<file path="src/rtl/dpram_pkg.sv">
// Shared widths, arbitration limits and owner encoding for the dual-requester RAM port arbiter.
package dpram_pkg;

  localparam int ADDR_W_DEF   = 9;
  localparam int DATA_W_DEF   = 16;
  localparam int SEL_W_DEF    = 2;
  localparam int MAX_HOLD_DEF = 4;
  localparam int HOLD_W       = 4;

  typedef enum logic [0:0] {
    OWN0 = 1'b0,
    OWN1 = 1'b1
  } owner_t;

  function automatic owner_t other_owner(input owner_t o);
    return (o == OWN0) ? OWN1 : OWN0;
  endfunction

endpackage

</file>
<file path="src/rtl/dpram_port_arb_if.sv">
// Requester and RAM-side signal bundle for dpram_port_arb; slave is the arbiter view,
// master is the view of whatever drives the requests and models the RAM.
interface dpram_port_arb_if
  import dpram_pkg::*;
#(
  parameter int ADDR_W = ADDR_W_DEF,
  parameter int DATA_W = DATA_W_DEF,
  parameter int SEL_W  = SEL_W_DEF
) ();

  logic              m0_req;
  logic              m0_lock;
  logic              m0_we;
  logic [ADDR_W-1:0] m0_addr;
  logic [SEL_W-1:0]  m0_sel;
  logic [DATA_W-1:0] m0_wdata;
  logic              m0_gnt;
  logic              m0_rvalid;
  logic [DATA_W-1:0] m0_rdata;

  logic              m1_req;
  logic              m1_lock;
  logic              m1_we;
  logic [ADDR_W-1:0] m1_addr;
  logic [SEL_W-1:0]  m1_sel;
  logic [DATA_W-1:0] m1_wdata;
  logic              m1_gnt;
  logic              m1_rvalid;
  logic [DATA_W-1:0] m1_rdata;

  logic [ADDR_W-1:0] ram_addr;
  logic [SEL_W-1:0]  ram_sel;
  logic              ram_we;
  logic              ram_ce;
  logic [DATA_W-1:0] ram_write;
  logic [DATA_W-1:0] ram_read;

  modport slave (
    input  m0_req, m0_lock, m0_we, m0_addr, m0_sel, m0_wdata,
    output m0_gnt, m0_rvalid, m0_rdata,
    input  m1_req, m1_lock, m1_we, m1_addr, m1_sel, m1_wdata,
    output m1_gnt, m1_rvalid, m1_rdata,
    output ram_addr, ram_sel, ram_we, ram_ce, ram_write,
    input  ram_read
  );

  modport master (
    output m0_req, m0_lock, m0_we, m0_addr, m0_sel, m0_wdata,
    input  m0_gnt, m0_rvalid, m0_rdata,
    output m1_req, m1_lock, m1_we, m1_addr, m1_sel, m1_wdata,
    input  m1_gnt, m1_rvalid, m1_rdata,
    input  ram_addr, ram_sel, ram_we, ram_ce, ram_write,
    output ram_read
  );

endinterface

</file>
<file path="src/rtl/dpram_rr_sched.sv">
// Owner/hold scheduler: combinational grants plus the owner register. Lock/hold streaks are
// compiled in only with DPRAM_PORT_ARB_LOCK_EN; otherwise ownership flips after every grant.
module dpram_rr_sched
  import dpram_pkg::*;
#(
  parameter int MAX_HOLD = MAX_HOLD_DEF
) (
  input  logic clk,
  input  logic rst_n,
  input  logic req0,
  input  logic req1,
  input  logic lock0,
  input  logic lock1,
  output logic gnt0,
  output logic gnt1
);

  owner_t owner_r;
  logic   gnt0_s;
  logic   gnt1_s;
  owner_t gsel_s;

  // A lone requester wins outright; the owner only breaks ties.
  always_comb begin
    gnt0_s = 1'b0;
    gnt1_s = 1'b0;
    if (!rst_n) begin
      gnt0_s = 1'b0;
      gnt1_s = 1'b0;
    end else if (req0 && (!req1 || owner_r == OWN0)) begin
      gnt0_s = 1'b1;
    end else if (req1) begin
      gnt1_s = 1'b1;
    end else begin
      gnt0_s = 1'b0;
      gnt1_s = 1'b0;
    end
  end

  assign gsel_s = gnt1_s ? OWN1 : OWN0;
  assign gnt0   = gnt0_s;
  assign gnt1   = gnt1_s;

`ifdef DPRAM_PORT_ARB_LOCK_EN
  localparam logic [HOLD_W-1:0] MAX_HOLD_L = HOLD_W'(MAX_HOLD);

  logic [HOLD_W-1:0] hold_r;
  logic [HOLD_W-1:0] run_s;
  logic              lock_s;
  logic              stay_s;

  // run_s counts the granted requester's streak including this grant.
  always_comb begin
    lock_s = gnt1_s ? lock1 : lock0;
    if (gsel_s == owner_r) begin
      run_s = hold_r + 4'd1;
    end else begin
      run_s = 4'd1;
    end
    stay_s = lock_s && (run_s < MAX_HOLD_L);
  end

  // Owner/hold update after each granted cycle.
  always_ff @(posedge clk or negedge rst_n) begin
    if (!rst_n) begin
      owner_r <= OWN0;
      hold_r  <= 4'd0;
    end else if (gnt0_s || gnt1_s) begin
      if (stay_s) begin
        owner_r <= gsel_s;
        hold_r  <= run_s;
      end else begin
        owner_r <= other_owner(gsel_s);
        hold_r  <= 4'd0;
      end
    end
  end
`else
  logic unused_cfg_s;
  assign unused_cfg_s = lock0 | lock1 | (MAX_HOLD == 0);

  // Pure round-robin: ownership passes to the other requester after every grant.
  always_ff @(posedge clk or negedge rst_n) begin
    if (!rst_n) begin
      owner_r <= OWN0;
    end else if (gnt0_s || gnt1_s) begin
      owner_r <= other_owner(gsel_s);
    end
  end
`endif

endmodule

</file>
<file path="src/rtl/dpram_port_arb.sv">
// Two-requester arbiter for a single synchronous RAM port (1-cycle read latency).
// Optional lock/hold ownership is enabled by defining DPRAM_PORT_ARB_LOCK_EN.
module dpram_port_arb
  import dpram_pkg::*;
#(
  parameter int ADDR_W   = ADDR_W_DEF,
  parameter int DATA_W   = DATA_W_DEF,
  parameter int SEL_W    = SEL_W_DEF,
  parameter int MAX_HOLD = MAX_HOLD_DEF
) (
  input  logic                clk,
  input  logic                rst_n,
  dpram_port_arb_if.slave     bus
);

  logic              gnt0_s;
  logic              gnt1_s;
  logic              rvalid0_r;
  logic              rvalid1_r;
  logic [ADDR_W-1:0] addr_s;
  logic [SEL_W-1:0]  sel_s;
  logic              we_s;
  logic [DATA_W-1:0] wdata_s;

  dpram_rr_sched #(
    .MAX_HOLD (MAX_HOLD)
  ) u_sched (
    .clk   (clk),
    .rst_n (rst_n),
    .req0  (bus.m0_req),
    .req1  (bus.m1_req),
    .lock0 (bus.m0_lock),
    .lock1 (bus.m1_lock),
    .gnt0  (gnt0_s),
    .gnt1  (gnt1_s)
  );

  // Steer the winner's access onto the RAM port; idle keeps we and lanes off.
  always_comb begin
    addr_s  = '0;
    sel_s   = '0;
    we_s    = 1'b0;
    wdata_s = '0;
    if (gnt0_s) begin
      addr_s  = bus.m0_addr;
      sel_s   = bus.m0_sel;
      we_s    = bus.m0_we;
      wdata_s = bus.m0_wdata;
    end else if (gnt1_s) begin
      addr_s  = bus.m1_addr;
      sel_s   = bus.m1_sel;
      we_s    = bus.m1_we;
      wdata_s = bus.m1_wdata;
    end else begin
      addr_s  = '0;
      sel_s   = '0;
      we_s    = 1'b0;
      wdata_s = '0;
    end
  end

  assign bus.ram_addr  = addr_s;
  assign bus.ram_sel   = sel_s;
  assign bus.ram_we    = we_s;
  assign bus.ram_write = wdata_s;
  assign bus.ram_ce    = rst_n & (bus.m0_req | bus.m1_req);

  // Read-data valid follows a granted read by exactly one cycle.
  always_ff @(posedge clk or negedge rst_n) begin
    if (!rst_n) begin
      rvalid0_r <= 1'b0;
      rvalid1_r <= 1'b0;
    end else begin
      rvalid0_r <= gnt0_s & ~bus.m0_we;
      rvalid1_r <= gnt1_s & ~bus.m1_we;
    end
  end

  assign bus.m0_gnt    = gnt0_s;
  assign bus.m1_gnt    = gnt1_s;
  assign bus.m0_rvalid = rvalid0_r;
  assign bus.m1_rvalid = rvalid1_r;
  assign bus.m0_rdata  = bus.ram_read;
  assign bus.m1_rdata  = bus.ram_read;

endmodule

</file>
<file path="src/flat_wrapper.sv">
// flat-port wrapper written by rule: the top's interface ports become plain ports
module dpram_port_arb_flat import dpram_pkg::*;
#(
  parameter int ADDR_W   = ADDR_W_DEF,
  parameter int DATA_W   = DATA_W_DEF,
  parameter int SEL_W    = SEL_W_DEF,
  parameter int MAX_HOLD = MAX_HOLD_DEF
)
  (clk, rst_n, bus_m0_req, bus_m0_lock, bus_m0_we, bus_m0_addr, bus_m0_sel, bus_m0_wdata, bus_m0_gnt, bus_m0_rvalid, bus_m0_rdata, bus_m1_req, bus_m1_lock, bus_m1_we, bus_m1_addr, bus_m1_sel, bus_m1_wdata, bus_m1_gnt, bus_m1_rvalid, bus_m1_rdata, bus_ram_addr, bus_ram_sel, bus_ram_we, bus_ram_ce, bus_ram_write, bus_ram_read);
  dpram_port_arb_if #(.ADDR_W(ADDR_W), .DATA_W(DATA_W), .SEL_W(SEL_W)) bus_i ();
  input  logic clk;
  input  logic rst_n;
  input wire logic [$bits(bus_i.m0_req)-1:0] bus_m0_req;
  input wire logic [$bits(bus_i.m0_lock)-1:0] bus_m0_lock;
  input wire logic [$bits(bus_i.m0_we)-1:0] bus_m0_we;
  input wire logic [$bits(bus_i.m0_addr)-1:0] bus_m0_addr;
  input wire logic [$bits(bus_i.m0_sel)-1:0] bus_m0_sel;
  input wire logic [$bits(bus_i.m0_wdata)-1:0] bus_m0_wdata;
  output wire logic [$bits(bus_i.m0_gnt)-1:0] bus_m0_gnt;
  output wire logic [$bits(bus_i.m0_rvalid)-1:0] bus_m0_rvalid;
  output wire logic [$bits(bus_i.m0_rdata)-1:0] bus_m0_rdata;
  input wire logic [$bits(bus_i.m1_req)-1:0] bus_m1_req;
  input wire logic [$bits(bus_i.m1_lock)-1:0] bus_m1_lock;
  input wire logic [$bits(bus_i.m1_we)-1:0] bus_m1_we;
  input wire logic [$bits(bus_i.m1_addr)-1:0] bus_m1_addr;
  input wire logic [$bits(bus_i.m1_sel)-1:0] bus_m1_sel;
  input wire logic [$bits(bus_i.m1_wdata)-1:0] bus_m1_wdata;
  output wire logic [$bits(bus_i.m1_gnt)-1:0] bus_m1_gnt;
  output wire logic [$bits(bus_i.m1_rvalid)-1:0] bus_m1_rvalid;
  output wire logic [$bits(bus_i.m1_rdata)-1:0] bus_m1_rdata;
  output wire logic [$bits(bus_i.ram_addr)-1:0] bus_ram_addr;
  output wire logic [$bits(bus_i.ram_sel)-1:0] bus_ram_sel;
  output wire logic [$bits(bus_i.ram_we)-1:0] bus_ram_we;
  output wire logic [$bits(bus_i.ram_ce)-1:0] bus_ram_ce;
  output wire logic [$bits(bus_i.ram_write)-1:0] bus_ram_write;
  input wire logic [$bits(bus_i.ram_read)-1:0] bus_ram_read;
  assign bus_i.m0_req = bus_m0_req;
  assign bus_i.m0_lock = bus_m0_lock;
  assign bus_i.m0_we = bus_m0_we;
  assign bus_i.m0_addr = bus_m0_addr;
  assign bus_i.m0_sel = bus_m0_sel;
  assign bus_i.m0_wdata = bus_m0_wdata;
  assign bus_m0_gnt = bus_i.m0_gnt;
  assign bus_m0_rvalid = bus_i.m0_rvalid;
  assign bus_m0_rdata = bus_i.m0_rdata;
  assign bus_i.m1_req = bus_m1_req;
  assign bus_i.m1_lock = bus_m1_lock;
  assign bus_i.m1_we = bus_m1_we;
  assign bus_i.m1_addr = bus_m1_addr;
  assign bus_i.m1_sel = bus_m1_sel;
  assign bus_i.m1_wdata = bus_m1_wdata;
  assign bus_m1_gnt = bus_i.m1_gnt;
  assign bus_m1_rvalid = bus_i.m1_rvalid;
  assign bus_m1_rdata = bus_i.m1_rdata;
  assign bus_ram_addr = bus_i.ram_addr;
  assign bus_ram_sel = bus_i.ram_sel;
  assign bus_ram_we = bus_i.ram_we;
  assign bus_ram_ce = bus_i.ram_ce;
  assign bus_ram_write = bus_i.ram_write;
  assign bus_i.ram_read = bus_ram_read;
  dpram_port_arb #(.ADDR_W(ADDR_W), .DATA_W(DATA_W), .SEL_W(SEL_W), .MAX_HOLD(MAX_HOLD)) u_core (.clk(clk), .rst_n(rst_n), .bus(bus_i));
endmodule
</file>
<file path="config.mk">
export PLATFORM = sky130hd
export DESIGN_NAME = dpram_port_arb_flat
export DESIGN_NICKNAME = d
export VERILOG_FILES = /design/src/rtl/dpram_pkg.sv /design/src/rtl/dpram_port_arb_if.sv /design/src/rtl/dpram_rr_sched.sv /design/src/rtl/dpram_port_arb.sv /design/src/flat_wrapper.sv
export SDC_FILE = /design/constraint.sdc
export NUM_CORES = 1
export LEC_CHECK = 0
export CAP_MARGIN = 20
export CORE_ASPECT_RATIO = 1.1
export CORE_MARGIN = 2
export CORE_UTILIZATION = 24
export CTS_CLUSTER_SIZE = 16
export DETAILED_ROUTE_END_ITERATION = 7
export PLACE_DENSITY_LB_ADDON = 0.15
export SYNTH_ARGS = -nofsm -noshare
export SYNTH_HDL_FRONTEND = slang
export SYNTH_SLANG_ARGS = --single-unit
</file>
<file path="constraint.sdc">
create_clock -name clk -period 1.5 [get_ports clk]
set_input_delay 0.3 -clock clk [delete_from_list [all_inputs] [get_ports clk]]
set_output_delay 0.3 -clock clk [all_outputs]
set_load 0.02 [all_outputs]
</file>
# Yosys cells after proc, flatten, opt, wreduce, memory -nomap -nowiden
# Index checks and enable logic that the tools add are counted.
# op_classes
bitwise	7
n_mux	15
reduce_logical	4
# ops
op	n
2-to-1 mux 16 bit	2
2-to-1 mux 9 bit	2
2-to-1 mux 1 bit	9
2-to-1 mux 2 bit	2
bitwise AND 1 bit	3
NOT 1 bit	3
logical OR 1 bit	2
logical AND 1 bit	1
logical NOT 1 bit	1
OR 1 bit	1
# totals
in_bits	78
register_bits	3

# Longest topological paths before layout
# logic_depth
depth_word	7
mapped_depth	5
ltp_nobuf	3

# Cells and area by module
# From an unflattened synthesis, not the netlist that was laid out.
# unflattened
cells_unflattened	82
area_unflattened_um2	676.9
# by_module_without_submodules
module	cells_each	area_per_inst_um2	n_inst
dpram_port_arb	74	615.6	1
dpram_rr_sched	8	61.3	1

# Least setup slack after synthesis
# OpenSTA, ideal clock, no wires.
# synth_path
path_kind	register to output
from	reg u_core.u_sched.owner_r
to	out bus_ram_write[10]
setup_slack_ns	0.141
stages_incl_launch_ff	5
path_buffers	1
arrival_time_ns	1.059
cell_sequence	dfrtp_1 nand2_1 nand2_1 buf_2 o22ai_1
# synth_via
elab_chain_cells	7
word_cells_on_any_way	9
# synth_rtl
element	line	source
start, declared	dpram_rr_sched.sv:18	owner_t owner_r;
start signal, assigned	dpram_rr_sched.sv:87	owner_r <= other_owner(gsel_s);
NOT 1 bit *	dpram_rr_sched.sv:30	end else if (req0 && (!req1 || owner_r == OWN0)) begin
logical OR 1 bit *	dpram_rr_sched.sv:30	
logical AND 1 bit *	dpram_rr_sched.sv:30	
2-to-1 mux 1 bit	dpram_rr_sched.sv:30	
2-to-1 mux 1 bit	dpram_rr_sched.sv:27	if (!rst_n) begin
2-to-1 mux 16 bit	dpram_port_arb.sv:49	end else if (gnt1_s) begin
2-to-1 mux 16 bit *	dpram_port_arb.sv:44	if (gnt0_s) begin
end, declared	flat_wrapper.sv:35	output wire logic [$bits(bus_i.ram_write)-1:0] bus_ram_write;
# Mark *: on every way between the ends. The rest lies on a longest branch, timed or not.

# Worst setup path after layout
# layout_path
from	reg u_core.u_sched.owner_r
to	out bus_ram_write[4]
# The elaborated chain is that of the path after synthesis.

==> insert_results.sql <==
INSERT INTO impl_metrics (metric_group, metric, value, unit) VALUES
('global_routing', 'grt_overflow', '0', ''),
('place', 'dp_hpwl', '2358', 'µm'),
('timing', 'setup_violations', '30', ''),
('timing', 'timing_hold_violations_final', '0', ''),
('logic_synthesis', 'synth_enable_flop_cells', '0', ''),
('clock_network', 'clkSinkCount', '3', ''),
('timing', 'report.final.slew_viol_count', '0', ''),
('place', 'placed_cells', '250', ''),
('layout', 'final_core_util', '0.5193', ''),
('setup_path', 'crit_fanout', '16', ''),
('timing', 'fin_ws', '-155.6', 'ps'),
('timing', 'rsz_0062_raised_after_global_routing', 'true', ''),
('clock_network', 'clock-root-buffer', 'sky130_fd_sc_hd__clkbuf_8', ''),
('power_and_ir_drop', 'seq_power_share', '0.092', ''),
('layout', 'post_layout_nonfiller_instances', '268', ''),
('global_routing', 'grt_pass1_wl', '4609', 'µm'),
('power_and_ir_drop', 'power.share.switching', '0.3640', ''),
('global_routing', 'grt_pass1_vias', '1122', ''),
('logic_synthesis', 'synthesis.yosys.warnings', '0', ''),
('drt', 'route.detailed.vias_per_inst', '4.444', ''),
('layout', 'final_cell_area', '1868', 'µm²'),
('setup_path', 'beginning_of_the_critical_path', 'u_core.u_sched.owner_r', ''),
('power_and_ir_drop', 'power-per-cell-area', '566.5', 'nW/µm²'),
('global_routing', 'antenna_found_initial', '0', ''),
('power_and_ir_drop', 'clock_power_share', '0.239', ''),
('setup_path', 'critical_path.endpoint_type', 'output pin', ''),
('logic_synthesis', 'syn-num-nets', '223', ''),
('die', 'floorplan.die_area', '4177', 'µm²'),
('drt', 'via_count', '1191', ''),
('logic_synthesis', 'postSynth.asyncResetShare', '1.000', ''),
('outcome', 'violated_checks', 'setup timing', ''),
('logic_synthesis', 'synth.lib_cells_used.distinct', '14', ''),
('timing', 'hold_ws', '62.06', 'ps'),
('drt', 'first_pass_iters', '4', ''),
('timing', 'max_slew.worst_pin.slew', '217.4', 'ps'),
('setup_path', 'path_class', 'reg -> out', ''),
('die', 'fp-row-count', '23', ''),
('setup_path', 'worst_setup_path_endpoint', 'bus_ram_write[4]', ''),
('place', 'routability_cong', '0.6594', ''),
('die', 'io-pin-count', '143', ''),
('timing', 'max_clock_freq', '604.0', 'MHz'),
('die', 'die_width', '61.81', 'µm'),
('timing', 'layout_skew', '2.934', 'ps'),
('outcome', 'result_of_the_run', 'complete, but fails checks', ''),
('clock_network', 'clkSlewWorstSetupHoldPaths', '40', 'ps'),
('layout', 'fraction_of_layout_instances_using_a_drive_strength_above_1', '0.3394', ''),
('die', 'core-area', '3597', 'µm²'),
('logic_synthesis', 'synth_sequential_area_ratio', '0.08511', ''),
('layout', 'final.fill_count', '361', ''),
('timing', 'timing.final.crit_period', '1656', 'ps'),
('min_path', 'holdCritPathClass', 'in -> async', ''),
('clock_network', 'cts_tree', 'done', ''),
('flow_run', 'max-cap-violations', '0', ''),
('layout', 'area.growth.synth_to_final', '111.8', '%'),
('die', 'initial_utilization', '0.2452', ''),
('global_routing', 'grt_max_degree', '30', ''),
('clock_network', 'bufs_on_longest_clock_path', '2', ''),
('layout', 'num-nets-final', '297', ''),
('power_and_ir_drop', 'netSwitchingPower', '385.2', 'µW'),
('setup_path', 'worst-r2r-cell-count', '3', ''),
('clock_network', 'cts_inserted_buffers', '3', ''),
('setup_path', 'r2r_setup_slack', '530', 'ps'),
('clock_network', 'worst_skew_pair.late_latency', '230', 'ps'),
('place', 'numPortBuffers', '92', ''),
('layout', 'number_of_diodes_added_for_antenna_fixing', '0', ''),
('timing', 'period_share', '1.104', ''),
('drt', 'drc_violation_total_after_the_first_tritonroute_iteration', '24', ''),
('drt', 'totalWireLength', '3248', 'µm'),
('setup_path', 'reg2reg_to', 'u_core.bus.m1_rvalid', ''),
('timing', 'timing.slew.headroom', '0.8546', ''),
('logic_synthesis', 'synth_ff_type', 'sky130_fd_sc_hd__dfrtp_1', '');
-- metal layers --
layer  vias up  global-route usage  share of wire
li1        597                   -              -
met5         -                   0              0
met2        58              0.2711           0.50
met1       515              0.1357           0.35
met3        21             0.03448           0.11
met4         0             0.09043          0.034
-- flip-flops by register name (all words and copies together) (netlist names) --
name / count
u_core.u_sched.owner_r: 1
u_core.bus.m0_rvalid: 1
u_core.bus.m1_rvalid: 1
-- cell type report --
cell class	instances	area, µm²	share of cell area
timing repair buffer	114	1126	0.6028
multi-input combinational	95	551.8	0.2954
sequential	3	75.07	0.04019
tap	50	62.56	0.03349
clock buffer	4	45.04	0.02411
inverter	2	7.507	0.004019
-- cell usage in the layout (no fill, tap or decap) --
master                            Yosys  final
sky130_fd_sc_hd__buf_4               34     21
sky130_fd_sc_hd__o22ai_1             26     15
sky130_fd_sc_hd__buf_12               0      4
sky130_fd_sc_hd__inv_2                1      1
sky130_fd_sc_hd__nor3_1               2      2
sky130_fd_sc_hd__dlygate4sd2_1        0      1
sky130_fd_sc_hd__clkdlybuf4s50_1      0     58
sky130_fd_sc_hd__a31oi_1              1      1
sky130_fd_sc_hd__nand2_2              0      1
sky130_fd_sc_hd__clkbuf_1             0      1
sky130_fd_sc_hd__nor2_1               4      4
sky130_fd_sc_hd__o22ai_4              0      3
sky130_fd_sc_hd__clkbuf_2             0      1
sky130_fd_sc_hd__nand2_1             58     57
sky130_fd_sc_hd__clkdlybuf4s15_2      0      1
sky130_fd_sc_hd__buf_2                6      7
sky130_fd_sc_hd__o22ai_2              2     10
sky130_fd_sc_hd__a21oi_1              1      1
sky130_fd_sc_hd__buf_8                0      3
sky130_fd_sc_hd__buf_6                5     18
sky130_fd_sc_hd__inv_1                1      1
sky130_fd_sc_hd__clkbuf_8             0      3
sky130_fd_sc_hd__dfrtp_1              3      3
sky130_fd_sc_hd__o21ai_4              1      1
-- power groups by stage --
stage	Sequential, µW	Clock (µW)	Combinational [µW]
2_1_floorplan	100	0	393
3_3_place_gp	98.2	0	591
5_1_grt	98.4	264	758
3_5_place_dp	98.8	0	597
4_1_cts	96.8	247	628
6_report	97.7	253	707
-- cell usage after synthesis (2+ instances only) --
master,count,share of area
sky130_fd_sc_hd__buf_2,6,0.034
sky130_fd_sc_hd__buf_4,34,0.29
sky130_fd_sc_hd__buf_6,5,0.064
sky130_fd_sc_hd__dfrtp_1,3,0.085
sky130_fd_sc_hd__nand2_1,58,0.25
sky130_fd_sc_hd__nor2_1,4,0.017
sky130_fd_sc_hd__nor3_1,2,0.011
sky130_fd_sc_hd__o22ai_1,26,0.18
sky130_fd_sc_hd__o22ai_2,2,0.028
-- cell families after synthesis --
group,after synthesis,share of synthesized area
buffers and inverters,47,0.3957
AND/OR/NAND/NOR,64,0.2752
flip-flops,3,0.08510
AO/OA/AOI/OAI,31,0.2440
-- per-stage QoR --
step / setup slack [ps] / setup TNS (ps)
after CTS: -178.3 / -3033
final: -155.6 / -3107
after detailed placement: -760.4 / -22370
after global routing: -218.8 / -4654
after floorplan: 141.4 / 0
after global placement: -745.5 / -21760
-- critical path, cell delays in order (launching register included) --
cell and delay [ps]:
sky130_fd_sc_hd__dfrtp_1 420, sky130_fd_sc_hd__o21ai_4 210, sky130_fd_sc_hd__buf_12 170, sky130_fd_sc_hd__buf_6 100
sky130_fd_sc_hd__o22ai_1 70, sky130_fd_sc_hd__buf_4 160
-- worst min path at each step --
stage,to
after floorplan,u_core.bus.m0_rvalid
after global placement,u_core.bus.m0_rvalid
after detailed placement,u_core.bus.m0_rvalid
after CTS,u_core.bus.m0_rvalid
after global routing,u_core.u_sched.owner_r
final,u_core.u_sched.owner_r
-- what timing repair did --
action,in CTS,in global routing
resized for setup,156,35
endpoints found under the setup margin,31,31
hold endpoints to repair,0,0
pin swaps,0,4
buffers inserted,10,4
Power figures use the tool's default switching activity.
